**src/rtl/stream_pkg.sv**
```systemverilog
// -----------------------------------------------------------------------------
// stream_pkg
// Shared definitions for the pixel-stream blocks (frame_streamer on the
// transmit side, convolution_filter on the receive side).
//   - stream_state_e     : frame_streamer FSM states
//   - DEFAULT_IMG_WIDTH  : default pixels per row
//   - DEFAULT_IMG_HEIGHT : default rows per frame
//   - cnt_width()        : bit width of a counter spanning 0..n-1 (min 1)
// -----------------------------------------------------------------------------
package stream_pkg;

    localparam int DEFAULT_IMG_WIDTH  = 640;
    localparam int DEFAULT_IMG_HEIGHT = 480;

    typedef enum logic [1:0] {
        IDLE   = 2'd0,
        STREAM = 2'd1,
        FLUSH  = 2'd2
    } stream_state_e;

    // A dimension of 1 still needs a 1-bit counter, which $clog2 would not give.
    function automatic int cnt_width(input int n);
        return (n > 1) ? $clog2(n) : 1;
    endfunction

endpackage

```
**src/rtl/stream_fifo2.sv**
```systemverilog
// -----------------------------------------------------------------------------
// stream_fifo2
// Two-entry synchronous FIFO for valid/ready stream ports.
// Ports:
//   clk          : clock, rising edge
//   rst          : synchronous active-high reset, empties the FIFO
//   push_i       : write push_data_i this cycle
//   push_data_i  : data to write
//   pop_i        : remove the head entry this cycle
//   head_o       : oldest entry (meaningful while count_o != 0)
//   count_o      : number of stored entries, 0..2
// A push into a full FIFO is only taken when a pop frees a slot in the same
// cycle; a pop from an empty FIFO is ignored.
// -----------------------------------------------------------------------------
module stream_fifo2 #(
    parameter int W = 8
) (
    input  logic         clk,
    input  logic         rst,
    input  logic         push_i,
    input  logic [W-1:0] push_data_i,
    input  logic         pop_i,
    output logic [W-1:0] head_o,
    output logic [1:0]   count_o
);

    logic [W-1:0] mem_q [2];
    logic         wr_ptr_q;
    logic         rd_ptr_q;
    logic [1:0]   count_q;
    logic         do_push_s;
    logic         do_pop_s;

    assign do_pop_s  = pop_i && (count_q != 2'd0);
    assign do_push_s = push_i && ((count_q != 2'd2) || do_pop_s);

    // Storage, pointers and occupancy.
    always_ff @(posedge clk) begin
        if (rst) begin
            mem_q[0] <= '0;
            mem_q[1] <= '0;
            wr_ptr_q <= 1'b0;
            rd_ptr_q <= 1'b0;
            count_q  <= 2'd0;
        end else begin
            if (do_push_s) begin
                mem_q[wr_ptr_q] <= push_data_i;
                wr_ptr_q        <= ~wr_ptr_q;
            end
            if (do_pop_s) begin
                rd_ptr_q <= ~rd_ptr_q;
            end
            case ({do_push_s, do_pop_s})
                2'b10:   count_q <= count_q + 2'd1;
                2'b01:   count_q <= count_q - 2'd1;
                default: count_q <= count_q;
            endcase
        end
    end

    // The head slot is never the write slot while the FIFO holds data, so the
    // head stays stable until popped.
    assign head_o  = mem_q[rd_ptr_q];
    assign count_o = count_q;

endmodule

```
**src/rtl/frame_streamer.sv**
```systemverilog
// -----------------------------------------------------------------------------
// frame_streamer
// Reads one grayscale frame from a synchronous-read memory (1-cycle latency)
// and emits it in raster order as a valid/ready pixel stream with start-of-
// frame and end-of-line markers. A 2-entry FIFO absorbs the read latency and
// downstream backpressure, giving one pixel per cycle while x_ready is high.
//
// Parameters: IMG_WIDTH, IMG_HEIGHT, W (pixel bits), ADDR_W (address bits).
// Ports:
//   clk, rst     : clock and synchronous active-high reset
//   start        : pulse, begins a frame when idle
//   busy         : high from accepted start until the frame completes
//   frame_done   : one-cycle pulse after the last pixel handshake
//   mem_rd_en    : memory read strobe
//   mem_addr     : read address, valid while mem_rd_en is high
//   mem_rd_data  : read data, valid one cycle after mem_rd_en
//   x_valid/x_ready/x_data : pixel stream
//   x_sof        : marks pixel 0 of the frame
//   x_eol        : marks the last pixel of each row
//
// Build option FRAME_STREAMER_LOOP_EN: when defined, the streamer wraps back
// to address 0 after the last read and streams frames back to back until
// reset; frame_done still pulses at each frame end and busy stays high.
// -----------------------------------------------------------------------------
module frame_streamer
    import stream_pkg::*;
#(
    parameter int IMG_WIDTH  = DEFAULT_IMG_WIDTH,
    parameter int IMG_HEIGHT = DEFAULT_IMG_HEIGHT,
    parameter int W          = 8,
    parameter int ADDR_W     = $clog2(IMG_WIDTH * IMG_HEIGHT)
) (
    input  logic              clk,
    input  logic              rst,
    input  logic              start,
    output logic              busy,
    output logic              frame_done,
    output logic              mem_rd_en,
    output logic [ADDR_W-1:0] mem_addr,
    input  logic [W-1:0]      mem_rd_data,
    output logic              x_valid,
    input  logic              x_ready,
    output logic [W-1:0]      x_data,
    output logic              x_sof,
    output logic              x_eol
);

    localparam int COL_W = cnt_width(IMG_WIDTH);
    localparam int ROW_W = cnt_width(IMG_HEIGHT);

    localparam logic [ADDR_W-1:0] LAST_ADDR = ADDR_W'(IMG_WIDTH * IMG_HEIGHT - 1);
    localparam logic [COL_W-1:0]  LAST_COL  = COL_W'(IMG_WIDTH - 1);
    localparam logic [ROW_W-1:0]  LAST_ROW  = ROW_W'(IMG_HEIGHT - 1);

    stream_state_e     state_q, state_d;
    logic [ADDR_W-1:0] addr_q, addr_d;
    logic              busy_q, busy_d;
    logic              done_q, done_d;
    logic              inflight_q;
    logic [COL_W-1:0]  col_q, col_d;
    logic [ROW_W-1:0]  row_q, row_d;

    logic [1:0]        fifo_count_s;
    logic [W-1:0]      fifo_head_s;
    logic              valid_s;
    logic              pop_s;
    logic              rd_en_s;
    logic              last_pix_s;
    logic [2:0]        occupancy_s;

    assign valid_s    = (fifo_count_s != 2'd0);
    assign pop_s      = valid_s && x_ready;
    assign last_pix_s = (col_q == LAST_COL) && (row_q == LAST_ROW);

    // Slots that will still be claimed after this cycle's pop: buffered data
    // plus the read already in flight. A new read is only issued when it is
    // guaranteed a FIFO slot on arrival, so the FIFO never overflows.
    assign occupancy_s = {1'b0, fifo_count_s} + {2'b00, inflight_q} - {2'b00, pop_s};
    assign rd_en_s     = (state_q == STREAM) && (occupancy_s < 3'd2);

    // Next-state logic for the read FSM, address, busy and frame_done.
    always_comb begin
        state_d = state_q;
        addr_d  = addr_q;
        busy_d  = busy_q;
        done_d  = pop_s && last_pix_s;
        case (state_q)
            IDLE: begin
                if (start) begin
                    state_d = STREAM;
                    addr_d  = '0;
                    busy_d  = 1'b1;
                end else begin
                    state_d = IDLE;
                end
            end
            STREAM: begin
                if (rd_en_s && (addr_q == LAST_ADDR)) begin
`ifdef FRAME_STREAMER_LOOP_EN
                    state_d = STREAM;
                    addr_d  = '0;
`else
                    // Hold the last address rather than stepping past the
                    // frame; it is not presented again until the next start.
                    state_d = FLUSH;
                    addr_d  = addr_q;
`endif
                end else if (rd_en_s) begin
                    addr_d = addr_q + ADDR_W'(1);
                end else begin
                    addr_d = addr_q;
                end
            end
            FLUSH: begin
                if (pop_s && last_pix_s) begin
                    state_d = IDLE;
                    busy_d  = 1'b0;
                end else begin
                    state_d = FLUSH;
                end
            end
            default: begin
                state_d = IDLE;
                addr_d  = '0;
                busy_d  = 1'b0;
            end
        endcase
    end

    // Output-side raster position, advanced on every handshake and wrapped at
    // the frame end so the next frame (looped or restarted) begins at 0,0.
    always_comb begin
        col_d = col_q;
        row_d = row_q;
        if (pop_s) begin
            if (col_q == LAST_COL) begin
                col_d = '0;
                if (row_q == LAST_ROW) begin
                    row_d = '0;
                end else begin
                    row_d = row_q + ROW_W'(1);
                end
            end else begin
                col_d = col_q + COL_W'(1);
                row_d = row_q;
            end
        end else begin
            col_d = col_q;
            row_d = row_q;
        end
    end

    // State registers; reset also drops the in-flight marker so a read issued
    // just before reset is never written into the FIFO.
    always_ff @(posedge clk) begin
        if (rst) begin
            state_q    <= IDLE;
            addr_q     <= '0;
            busy_q     <= 1'b0;
            done_q     <= 1'b0;
            inflight_q <= 1'b0;
            col_q      <= '0;
            row_q      <= '0;
        end else begin
            state_q    <= state_d;
            addr_q     <= addr_d;
            busy_q     <= busy_d;
            done_q     <= done_d;
            inflight_q <= rd_en_s;
            col_q      <= col_d;
            row_q      <= row_d;
        end
    end

    // Read data lands in the FIFO on the edge after it is presented.
    stream_fifo2 #(
        .W (W)
    ) u_fifo (
        .clk         (clk),
        .rst         (rst),
        .push_i      (inflight_q),
        .push_data_i (mem_rd_data),
        .pop_i       (pop_s),
        .head_o      (fifo_head_s),
        .count_o     (fifo_count_s)
    );

    assign busy       = busy_q;
    assign frame_done = done_q;
    assign mem_rd_en  = rd_en_s;
    assign mem_addr   = addr_q;
    assign x_valid    = valid_s;
    assign x_data     = fifo_head_s;
    // Markers are qualified by x_valid so they read 0 whenever no pixel is
    // offered, including straight out of reset.
    assign x_sof      = valid_s && (col_q == '0) && (row_q == '0);
    assign x_eol      = valid_s && (col_q == LAST_COL);

endmodule

```
**config.mk**
```make
export PLATFORM = sky130hd
export DESIGN_NAME = frame_streamer
export DESIGN_NICKNAME = d
export VERILOG_FILES = /design/src/rtl/stream_pkg.sv /design/src/rtl/stream_fifo2.sv /design/src/rtl/frame_streamer.sv
export SDC_FILE = /design/constraint.sdc
export NUM_CORES = 1
export LEC_CHECK = 0
export ABC_AREA = 1
export BUFFER_PORTS_ARGS = -buffer_cell sky130_fd_sc_hd__buf_2
export CAP_MARGIN = 10
export CELL_PAD_IN_SITES_DETAIL_PLACEMENT = 1
export CELL_PAD_IN_SITES_GLOBAL_PLACEMENT = 1
export CORE_ASPECT_RATIO = 1.4
export CORE_MARGIN = 10
export CORE_UTILIZATION = 35
export CTS_BUF_LIST = sky130_fd_sc_hd__clkbuf_16
export CTS_CLUSTER_SIZE = 40
export DETAILED_ROUTE_END_ITERATION = 8
export PLACE_DENSITY_LB_ADDON = 0.1
export SLEW_MARGIN = 20
export SYNTH_ARGS = -nofsm -noshare
export SYNTH_HDL_FRONTEND = slang
export SYNTH_SLANG_ARGS = --single-unit
```
**constraint.sdc**
```tcl
create_clock -name clk -period 3.6 [get_ports clk]
set_input_delay 0 -clock clk [delete_from_list [all_inputs] [get_ports clk]]
set_output_delay 0 -clock clk [all_outputs]
set_load 0.02 [all_outputs]
```
==> impl_metrics.env, run 1 <==
export IMPL_outcome="finished, final reports clean"
export IMPL_synthArstFlopShare=0
export IMPL_ys_seq_elements=64
export IMPL_hold_class="in -> reg"
export IMPL_post_cts_buffers=0
export IMPL_vias_per_cell=4.90
export IMPL_via_count=3063
export IMPL_antenna_left=0
export IMPL_cpLargestDelayFamily="simple AND/OR/NAND/NOR gates"
export IMPL_cts_root_buf="clkbuf_16"
export IMPL_syn_to_final_growth_pct=20.9
export IMPL_overflow=0
export IMPL_critPathBufInv=2
export IMPL_grt_max_degree=22
export IMPL_finalClockSkew_ns=0.00511
export IMPL_num_antenna_cells=0
export IMPL_layout_common_cells="88 x nand2_1, 74 x inv_1, 66 x nor2_1"
export IMPL_register_area_um2=1440
export IMPL_die_width_um=103
export IMPL_cts_htree_levels=3
export IMPL_antenna_found_initial=0
export IMPL_synth_edf_count=16
export IMPL_instances_no_fill=625
export IMPL_netlist_instances=455
export IMPL_p_leak_nw=1.80
export IMPL_drt_iter0_drc=102
export IMPL_finalWirelength_um=9440
export IMPL_drv_slew=0
export IMPL_dp_cells=601
export IMPL_start_util=0.359
export IMPL_cts_made_buffers=9
export IMPL_hp_start="mem_rd_data[1]"
export IMPL_nNetsFinal=530
export IMPL_path_max_fanout=21
export IMPL_fin_crit_ns=2.93
export IMPL_tightest_slew_ns=0.564
export IMPL_final_util=0.434
export IMPL_max_stage_delay_ns=0.50
export IMPL_setup_tns_ns=0
export IMPL_drive_gt1_frac=0.173
export IMPL_rsz0062_at_grt="no"
export IMPL_synth_nets=475
export IMPL_yosysUniqueCellTypes=36
export IMPL_routedWlPerCell_um=15.1
export IMPL_die_h_um=137
export IMPL_cpMaxStageDelayCell="fa_1"
export IMPL_post_dp_cell_area_um2=3700
export IMPL_rows=42
export IMPL_grt_pass1_wl_um=16100
export IMPL_crit_required_ns=3.79
export IMPL_worstPathArrival_ns=3.13
export IMPL_mostFrequentLayoutCell="nand2_1"
export IMPL_synth_area_per_cell_um2=7.47
export IMPL_drcViolationCount=0
export IMPL_hold_viol=0
export IMPL_path_clk_slew_ns=0.06
export IMPL_clkLatencyLatePin_ns=0.34
export IMPL_grt_usage=0.146
export IMPL_io_pins=45
export IMPL_cts_tree="done"
export IMPL_critPathKind="reg -> reg"
export IMPL_yosysWarnings=0
export IMPL_synth_area_um2=3400
export IMPL_slew_headroom=0.623
export IMPL_setup_viol=0
export IMPL_dieArea_um2=14100
export IMPL_ys_flop_type="dfxtp_1"
export IMPL_multi_input_area_um2=1610
export IMPL_cp_start_kind="flip-flop"
export IMPL_worstReg2RegStart="u_fifo.count_o[1]"
export IMPL_fill_cells=1196
export IMPL_peakVddDrop_uv=250
export IMPL_place_congestion=0.829
export IMPL_maxCapViolCount=0
export IMPL_hpwl_um=7260
export IMPL_power_density_cell_area_nw_per_um2=509
export IMPL_portBuffers=44
export IMPL_clock_sinks=64
export IMPL_fmax_ghz=0.341
export IMPL_cp_end_kind="flip-flop"
export IMPL_critPathLaunch="u_fifo.count_o[1]"
export IMPL_clock_path_buffers=2
export IMPL_grt_pass1_vias=3354
export IMPL_drtPass1Iterations=4
export IMPL_final_cell_area_um2=4110
export IMPL_ys_seq_area_frac=0.424
export IMPL_period_share=0.815
export IMPL_core_area_um2=9460
export IMPL_cp_cell_sequence="nor2_2 -> nor2_4 -> ha_1 -> inv_1 -> nand2_1 -> fa_1 -> nand3_2 -> nor2_4 -> nand3_4 -> nand2_4 -> inv_1 -> nand2_1 -> a21oi_1"
==> per-layer routing <==
layer,wire length [um],vias up,global-route usage
li1,-,1574,-
met1,3820,1430,0.152
met2,5040,45,0.266
met3,371,14,0.0409
met4,214,0,0.0597
met5,0,-,0
==> cells in the mapped netlist, drive strengths merged (4+ instances only) <==
master	n	area [um^2]
nand3	29	173
nand4	11	68.8
o21ai	27	135
inv	76	285
mux2	8	90.1
nor2	72	305
ha	7	87.6
edfxtp	16	480
nor3	16	90.1
buf	4	45.0
clkbuf	5	18.8
dfxtp	48	961
nand2	92	365
a21oi	28	151
==> tightest hold or removal path: stages <==
cell    delay, ns
buf_2        0.08
inv_1        0.05
nor2_1       0.10
==> report_power, final <==
group	internal (mW)	switching, mW
Clock	0.614	0.349
Combinational	0.110	0.221
Sequential	0.769	0.0295
Total	1.49	0.600
==> layout make-up <==
| class | count | share of cell area |
|---|---|---|
| well taps | 110 | 0.0335 |
| clock inverters | 7 | 0.0253 |
| repair buffers | 53 | 0.0749 |
| flip-flops and latches | 64 | 0.351 |
| multi-input cells | 306 | 0.391 |
| inverters | 76 | 0.0694 |
| clock buffers | 9 | 0.0548 |
==> metrics by stage <==
step | setup slack, ns | hold WS, ns | power, mW
CTS | 0.618 | 0.00633 | 2.13
detailed placement | 0.637 | 0.317 | 1.15
global route | 0.400 | 0.0373 | 2.20
finish | 0.667 | 0.0120 | 2.09
global placement | 0.789 | 0.308 | 1.14
floorplan | 1.03 | 0.0923 | 1.06
==> state kept, by name, summed over array words and instances (netlist names), named ones only <==
name             flops
u_fifo.rd_ptr_q      1
u_fifo.count_o       2
mem_addr            19
u_fifo.mem_q        16
state_q              2
busy                 1
row_q                9
u_fifo.wr_ptr_q      1
frame_done           1
inflight_q           1
col_q               10
==> what timing repair did <==
action	CTS	global route
gates resized for setup	0	0
endpoints found under the setup margin	0	0
endpoints found under the hold margin	15	0
hold buffers	8	0
==> cell families after synthesis <==
group,synth area share
AND/OR/NAND/NOR,0.304
XOR/XNOR,0.0155
adder cells (fa/ha/maj),0.0317
multiplexers,0.0265
buffers and inverters,0.103
AO/OA/AOI/OAI,0.0950
flip-flops,0.424
==> worst paths after layout <==
kind                        endpoint  slack [ns]  depth (start not counted)
setup reg to reg         mem_addr[2]        0.67                         13
setup / recovery         mem_addr[2]        0.67                         13
hold / removal    u_fifo.mem_q[0][1]        0.01                          3
hold reg to reg            flip-flop        0.46                          1
Power figures use the tool's default switching activity.
==> inputs of run 2 (changes only) <==
==> constraint.sdc (replaced) <==
create_clock -name clk -period 2.7 [get_ports clk]
set_input_delay 0 -clock clk [delete_from_list [all_inputs] [get_ports clk]]
set_output_delay 0 -clock clk [all_outputs]
set_load 0.02 [all_outputs]
==> run 2 against run 1 <==
Sequential power grew 34%; final area up 0.91%; power rose by 31%; critical path depth grew 2; die area stayed put; maximum frequency up 17%; highest routed layer unchanged; non-clock buffer count grew 6; sequential cell count did not move; largest power group unchanged; first-iteration DRC count is 26% lower; clock power increased by 26%; combinational power up 41%.
==> impl_metrics.env, run 2 (synthesis results as in run 1) <==
export IMPL_antenna_found_initial=0
export IMPL_cp_cell_sequence="nor2_4 -> nor2_4 -> ha_1 -> inv_1 -> nand2_1 -> fa_1 -> nand3_2 -> nor2_4 -> nand3_4 -> nand2_4 -> buf_4 -> nand2_4 -> nand2_1 -> nand2_1 -> inv_1"
export IMPL_setup_tns_ns=0
export IMPL_drv_slew=0
export IMPL_final_cell_area_um2=4150
export IMPL_grt_usage=0.142
export IMPL_mostFrequentLayoutCell="nand2_1"
export IMPL_fmax_ghz=0.400
export IMPL_path_max_fanout=9
export IMPL_drive_gt1_frac=0.177
export IMPL_clock_sinks=64
export IMPL_via_count=3102
export IMPL_hpwl_um=7330
export IMPL_critPathBufInv=3
export IMPL_vias_per_cell=4.92
export IMPL_core_area_um2=9460
export IMPL_fin_ws_ns=0.202
export IMPL_r2r_end="mem_addr[13]"
export IMPL_place_congestion=0.830
export IMPL_num_antenna_cells=0
export IMPL_outcome="finished, final reports clean"
export IMPL_rsz0062_at_grt="no"
export IMPL_cts_root_buf="clkbuf_16"
export IMPL_max_stage_delay_ns=0.49
export IMPL_nNetsFinal=536
export IMPL_io_pins=45
export IMPL_critPathLaunch="u_fifo.count_o[0]"
export IMPL_worstReg2RegStart="u_fifo.count_o[0]"
export IMPL_cp_depth=15
export IMPL_finalPower_mw=2.75
export IMPL_drt_iter0_drc=75
export IMPL_r2r_setup_slack_ns=0.20
export IMPL_tightest_slew_ns=0.479
export IMPL_crit_path_end="mem_addr[13]"
export IMPL_slew_headroom=0.681
export IMPL_hold_depth=2
export IMPL_finalClockSkew_ns=0.00689
export IMPL_drcViolationCount=0
export IMPL_critPathKind="reg -> reg"
export IMPL_maxCapViolCount=0
export IMPL_worstPathArrival_ns=2.77
export IMPL_portBuffers=44
export IMPL_power_density_cell_area_nw_per_um2=662
export IMPL_clock_path_buffers=2
export IMPL_path_clk_slew_ns=0.06
export IMPL_cp_end_kind="flip-flop"
export IMPL_fin_crit_ns=2.50
export IMPL_r2r_cells=15
export IMPL_drtPass1Iterations=4
export IMPL_setup_viol=0
export IMPL_finalWirelength_um=9500
export IMPL_period_share=0.925
export IMPL_post_dp_cell_area_um2=3740
export IMPL_layout_common_cells="88 x nand2_1, 75 x inv_1, 66 x nor2_1"
export IMPL_cp_start_kind="flip-flop"
export IMPL_die_h_um=137
export IMPL_cpMaxStageDelayCell="fa_1"
export IMPL_syn_to_final_growth_pct=22.0
export IMPL_cts_tree="done"
export IMPL_grt_pass1_wl_um=15800
export IMPL_routedWlPerCell_um=15.1
export IMPL_grt_max_degree=22
export IMPL_start_util=0.359
export IMPL_dieArea_um2=14100
export IMPL_hold_viol=0
export IMPL_clkLatencyLatePin_ns=0.33
export IMPL_p_leak_nw=1.82
export IMPL_rows=42
export IMPL_grt_pass1_vias=3326
export IMPL_antenna_left=0
export IMPL_cts_made_buffers=9
export IMPL_largest_reg_flops=19
export IMPL_hold_class="in -> reg"
export IMPL_crit_required_ns=2.97
export IMPL_overflow=0
export IMPL_pre_cts_ws_ns=0.141
export IMPL_cpLargestDelayFamily="simple AND/OR/NAND/NOR gates"
export IMPL_die_width_um=103
export IMPL_peakVddDrop_uv=290
export IMPL_cts_htree_levels=3
-- run 2: metrics by stage --
step                       util  hold WS [ns]  instances
after floorplan               -        0.0923        455
after global placement    0.395         0.309        606
after detailed placement  0.395         0.324        606
after CTS                 0.438         0.126        631
after global routing      0.438         0.136        631
final                     0.438         0.123        631
-- run 2: repair_timing --
action | in CTS | in global routing
hold endpoints to repair | 13 | 0
setup buffers | 0 | 0
setup endpoints to repair | 0 | 10
hold buffers | 9 | 0
gates resized for setup | 0 | 1
-- run 2: worst min path at each step --
stage | start | end | slack, ns
2_1_floorplan | rst | inflight_q | 0.09
3_3_place_gp | mem_rd_data[4] | u_fifo.mem_q[0][4] | 0.31
3_5_place_dp | mem_rd_data[2] | u_fifo.mem_q[0][2] | 0.32
4_1_cts | rst | col_q[2] | 0.13
5_1_grt | rst | col_q[8] | 0.14
6_report | rst | col_q[2] | 0.12
-- run 2: area by class of cell --
cell class	instances	area, um^2
Timing Repair Buffer	59	355
Clock inverter	7	88.8
Sequential cell	64	1440
Fill cell	1211	5310
Multi-Input combinational cell	306	1610
Clock buffer	9	225
Tap cell	110	138
Inverter	76	285
-- run 2: report_power, final --
| part | switching, mW | leakage, nW | internal (mW) |
|---|---|---|---|
| Clock | 0.411 | 0.154 | 0.800 |
| Combinational | 0.302 | 1.11 | 0.166 |
| Sequential | 0.0397 | 0.553 | 1.03 |
-- run 2: layer usage --
metal  vias up  wire (um)  global-route usage
li1       1580          -                   -
met1      1461       3830               0.150
met2        45       5170               0.264
met3        16        317              0.0298
met4         0        174              0.0574
met5         -          0                   0
